==> src/rtl/destino_fifos_pkg.sv <==
// Shared constants for the routing path: word width, FIFO depth,
// almost-full threshold and the pointer-width helper.
package destino_fifos_pkg;

    localparam int DATA_W_DEF    = 6;
    localparam int DEPTH_DEF     = 4;
    localparam int AF_THRESH_DEF = 3;

    function automatic int log2c(input int n);
        int r;
        r = 0;
        for (int i = 0; i < 31; i++) begin
            if ((1 << i) < n) r = i + 1;
        end
        return r;
    endfunction

endpackage

==> src/rtl/destino_fifos_fifo_sync.sv <==
// Single-clock FIFO with registered read data, almost-full pause and
// a one-cycle error pulse on overflow or underflow attempts.
module fifo_sync
    import destino_fifos_pkg::*;
#(
    parameter int DATA_W    = DATA_W_DEF,
    parameter int DEPTH     = DEPTH_DEF,
    parameter int AF_THRESH = AF_THRESH_DEF
) (
    input  logic              clk,
    input  logic              reset,
    input  logic [DATA_W-1:0] din,
    input  logic              push,
    input  logic              pop,
    output logic [DATA_W-1:0] dout,
    output logic              empty,
    output logic              pause,
    output logic              err_pulse
);

    localparam int PW = log2c(DEPTH);
    localparam int CW = PW + 1;
    localparam logic [CW-1:0] FULL = CW'(DEPTH);
    localparam logic [CW-1:0] THR  = CW'(AF_THRESH);

    logic [DATA_W-1:0] mem [DEPTH];
    logic [PW-1:0]     wptr;
    logic [PW-1:0]     rptr;
    logic [CW-1:0]     count;
    logic              push_ok;
    logic              pop_ok;

    // A pop frees the slot, so a full FIFO can still take a word that cycle.
    assign pop_ok    = pop && (count != '0);
    assign push_ok   = push && ((count != FULL) || pop_ok);
    assign err_pulse = (push && !push_ok) || (pop && !pop_ok);
    assign empty     = (count == '0);
    assign pause     = (count >= THR);

    always_ff @(posedge clk) begin
        if (!reset && push_ok) begin
            mem[wptr] <= din;
        end
    end

    always_ff @(posedge clk) begin
        if (reset) begin
            wptr  <= '0;
            rptr  <= '0;
            count <= '0;
            dout  <= '0;
        end else begin
            if (push_ok) wptr <= wptr + 1'b1;
            if (pop_ok) begin
                dout <= mem[rptr];
                rptr <= rptr + 1'b1;
            end
            if (push_ok && !pop_ok) begin
                count <= count + 1'b1;
            end else if (pop_ok && !push_ok) begin
                count <= count - 1'b1;
            end
        end
    end

endmodule

==> src/rtl/destino_fifos.sv <==
// Destination buffering after the routing arbiter: two independent
// FIFOs with pause back-pressure and a shared sticky error flag.
module destino_fifos
    import destino_fifos_pkg::*;
#(
    parameter int DATA_W    = DATA_W_DEF,
    parameter int DEPTH     = DEPTH_DEF,
    parameter int AF_THRESH = AF_THRESH_DEF
) (
    input  logic              clk,
    input  logic              reset,
    input  logic [DATA_W-1:0] D0_in,
    input  logic              D0_push,
    input  logic [DATA_W-1:0] D1_in,
    input  logic              D1_push,
    input  logic              D0_pop,
    input  logic              D1_pop,
    output logic [DATA_W-1:0] D0_data_out,
    output logic [DATA_W-1:0] D1_data_out,
    output logic              D0_empty,
    output logic              D1_empty,
    output logic              D0_pause,
    output logic              D1_pause,
    output logic              error_out
);

    logic err0;
    logic err1;

    fifo_sync #(
        .DATA_W    (DATA_W),
        .DEPTH     (DEPTH),
        .AF_THRESH (AF_THRESH)
    ) u_d0 (
        .clk       (clk),
        .reset     (reset),
        .din       (D0_in),
        .push      (D0_push),
        .pop       (D0_pop),
        .dout      (D0_data_out),
        .empty     (D0_empty),
        .pause     (D0_pause),
        .err_pulse (err0)
    );

    fifo_sync #(
        .DATA_W    (DATA_W),
        .DEPTH     (DEPTH),
        .AF_THRESH (AF_THRESH)
    ) u_d1 (
        .clk       (clk),
        .reset     (reset),
        .din       (D1_in),
        .push      (D1_push),
        .pop       (D1_pop),
        .dout      (D1_data_out),
        .empty     (D1_empty),
        .pause     (D1_pause),
        .err_pulse (err1)
    );

    always_ff @(posedge clk) begin
        if (reset) begin
            error_out <= 1'b0;
        end else if (err0 || err1) begin
            error_out <= 1'b1;
        end
    end

endmodule
==> config.mk <==
export PLATFORM = sky130hd
export DESIGN_NAME = destino_fifos
export DESIGN_NICKNAME = d
export VERILOG_FILES = /design/src/rtl/destino_fifos_pkg.sv /design/src/rtl/destino_fifos_fifo_sync.sv /design/src/rtl/destino_fifos.sv
export SDC_FILE = /design/constraint.sdc
export NUM_CORES = 1
export LEC_CHECK = 0
export ABC_CLOCK_PERIOD_IN_PS = 2800
export CAP_MARGIN = 10
export CORE_MARGIN = 8
export CORE_UTILIZATION = 55
export CTS_CLUSTER_DIAMETER = 100
export DETAILED_ROUTE_END_ITERATION = 12
export DONT_BUFFER_PORTS = 1
export PLACE_DENSITY = 0.68
export RECOVER_POWER = 100
export SLEW_MARGIN = 5
export SYNTH_ARGS = -nofsm -noshare
export SYNTH_HDL_FRONTEND = slang
export SYNTH_SLANG_ARGS = --single-unit
==> constraint.sdc <==
create_clock -name clk -period 2.8 [get_ports clk]
set_input_delay 0.56 -clock clk [delete_from_list [all_inputs] [get_ports clk]]
set_output_delay 0.56 -clock clk [all_outputs]
set_load 0.01 [all_outputs]
==> results.py <==
metrics = {
    "route": {
        "num_vias": 1602,
        "drt_iter0_markers": 55,
        "ant_nets": 0,
        "wl_per_cell_um": 18.2,
        "drcViolationCount": 0,
        "first_pass_iters": 4,
        "finalWirelength_um": 5170,
        "routed_via_density": 5.62,
    },
    "final_layout": {
        "syn_to_final_growth_pct": 5.25,
        "diodes": 0,
        "drive_gt1_share_pct": 11.7,
        "fin_util_pct": 60.1,
        "most-common-layout-cells": "edfxtp_1, dfxtp_1, nor2_1",
        "final_net_count": 238,
        "nFillCells": 448,
        "final_common_cell": "edfxtp_1",
    },
    "critical_path": {
        "r2r_setup_slack_ns": 0.54,
        "cp_cell_sequence": "o31ai_1 > ha_1 > inv_1 > fa_1 > xor2_1 > or3_1 > a21oi_1",
        "critical-path-top-delay-family": "adder cells",
        "path_class": "reg2reg",
        "crit_required_ns": 3.06,
        "crit_path_start_kind": "flip-flop",
        "end_kind": "flip-flop",
        "worstPathArrival_ns": 2.52,
        "crit_path_max_incr_delay_ns": 0.43,
        "worst-path-buf-inv": 1,
        "path_max_fanout": 8,
        "crit_slowest_cell": "o31ai_1",
    },
    "synth": {
        "ys_async_sr_fraction_pct": 0,
        "synth.top_cell.area_share_pct": 45.8,
        "avgSynthCellArea_um2": 15.1,
        "synth-edff-count": 48,
        "synthTopCellsByArea": "edfxtp_1, dfxtp_1, mux4_2, mux2i_1, ha_1",
        "ys_seq_area_share_pct": 63.0,
        "syn_nets": 238,
        "synth_area_um2": 3150,
        "synth_seq_cells": 75,
        "synthFlopType": "edfxtp_1",
        "netlist_instances": 208,
        "yosysTopAreaCell": "edfxtp_1",
        "yosysWarnings": 0,
        "yosys.cell_types.count": 33,
    },
    "die": {
        "core_area_um2": 5510,
        "start_util_pct": 57.1,
        "die_h_um": 91.6,
        "core.rowCount": 27,
        "die_x_um": 91.6,
        "die-area_um2": 8400,
        "ios": 35,
    },
    "power": {
        "p_per_area_nw_per_um2": 898,
        "leakagePower_nw": 1.20,
        "p_int_w": 0.00209,
        "share_comb_of_total_power_pct": 22.3,
        "vdd.ir_drop.worst_uv": 444,
        "power.share.clock_pct": 25.5,
        "switching_share_pct": 29.8,
        "switchingPower_w": 0.000886,
        "seqPwrFrac_pct": 52.2,
    },
    "grt": {
        "track_usage_pct": 13.1,
        "grt_first_pass_wirelength_um": 8480,
        "grt_pass1_vias": 1625,
        "grt_overflow": 0,
        "grt_max_degree": 30,
        "antenna_found_initial": 0,
    },
    "sta": {
        "max_freq_mhz": 442,
        "fin_crit_sh_pct": 80.8,
        "relSlewSlack_pct": 50.0,
        "maxSlewViolCount": 0,
        "clock_skew_ns": 0.00971,
        "setup-violations-final": 0,
        "setup_tns_ns": 0,
        "hold_viol": 0,
        "worst_pin_slew_ns": 0.739,
        "rsz0062_at_grt": "no",
        "post-route-min-period_ns": 2.26,
    },
    "clocking": {
        "clk_pin_slew_worst_paths_ns": 0.08,
        "insertion_delay_ns": 0.33,
        "hold_buffers": 0,
        "htreeDepth": 3,
        "cts_tree": "built",
        "post_cts_resized": 0,
        "cts-root-buf": "clkbuf_8",
        "cts_setup_buffers": 0,
        "cts_made_buffers": 9,
        "cts.sinks": 75,
        "clk_path_buf_depth": 2,
    },
    "run": {
        "drv_cap": 0,
    },
    "run_status": {
        "outcome": "complete, no violations",
    },
    "placed_design": {
        "post-dp-hpwl_um": 3680,
        "gp_congestion": 0.686,
        "io_buffers": 0,
    },
    "min_path": {
        "hp-class": "in2reg",
    },
}
[synthesized netlist by cell type, types with 2 or more instances]
cell      count
nand3b_1      3
o21ai_0       4
fa_1          2
ha_1         10
nor3_1        4
inv_1         8
nor2_1       22
buf_4         2
mux2i_1      14
xor2_1        8
and2_1        8
o21ai_1       2
a21oi_1       7
or3_1         4
buf_2         3
dfxtp_1      27
mux4_2       12
buf_1         2
buf_6         2
o31ai_4       2
edfxtp_1     48
clkbuf_1      3
[flip-flops by register name, indices dropped and copies added, names as in the netlist]
name and cells:
u_d0.count 3, u_d0.mem 24, u_d0.wptr 2, u_d0.rptr 2, u_d1.mem 24, u_d0.dout 6
error_out 1, u_d1.count 3, u_d1.rptr 2, u_d1.dout 6, u_d1.wptr 2
[worst paths after layout]
check | start | to | depth (start not counted)
max | u_d0.count[0] | u_d0.count[2] | 7
min | reset | u_d1.dout[3] | 1
max reg2reg | u_d0.count[0] | u_d0.count[2] | 7
min reg2reg | u_d0.wptr[1] | u_d0.wptr[1] | 2
[per-stage QoR]
step	setup slack (ns)	power [W]	std cells	area (µm²)	hold slack, ns
floorplan	0.583	0.00220	208	3150	0.487
CTS	0.631	0.00305	285	3350	0.278
global route	0.325	0.00317	285	3310	0.266
finish	0.539	0.00297	285	3310	0.292
global placement	0.786	0.00224	269	3170	0.498
detailed placement	0.647	0.00230	269	3170	0.522
[area by class of cell]
cell class | instances | area [µm²] | share of cell area [%]
Tap cell | 72 | 90.1 | 2.72
Multi-Input combinational cell | 112 | 1020 | 30.9
Sequential cell | 75 | 1980 | 59.9
Clock inverter | 4 | 42.5 | 1.28
Inverter | 8 | 30.0 | 0.907
Clock buffer | 12 | 135 | 4.08
Timing Repair Buffer | 2 | 7.51 | 0.227
[cell families (layout without fill, tap and decap cells)]
| logic type | Yosys count | count (layout) | share of synthesized area [%] |
|---|---|---|---|
| flops | 75 | 75 | 63.0 |
| simple gates | 45 | 45 | 8.07 |
| mux | 26 | 26 | 13.0 |
| compound gates | 21 | 21 | 5.01 |
| buf+inv | 21 | 26 | 3.38 |
| fa+ha+maj | 12 | 12 | 5.25 |
| xor+xnor | 8 | 8 | 2.23 |
[power groups by stage]
stage                     logic, W  registers [W]  clock network [W]
after floorplan           0.000773        0.00142                  0
after global placement    0.000657        0.00159                  0
after detailed placement  0.000694        0.00160                  0
after CTS                 0.000697        0.00158           0.000778
after global routing      0.000742        0.00159           0.000835
final                     0.000661        0.00155           0.000759
[per-layer routing]
| metal | track usage [%] | share of wire [%] | routed length, µm | vias to the layer above |
|---|---|---|---|---|
| li1 | - | - | - | 756 |
| met1 | 15.0 | 42 | 2170 | 800 |
| met2 | 20.8 | 49 | 2520 | 39 |
| met3 | 6.52 | 8.3 | 427 | 7 |
| met4 | 5.05 | 1.2 | 63 | 0 |
| met5 | 0 | 0 | 0 | - |
No activity file was read; power rests on OpenSTA's default activity.
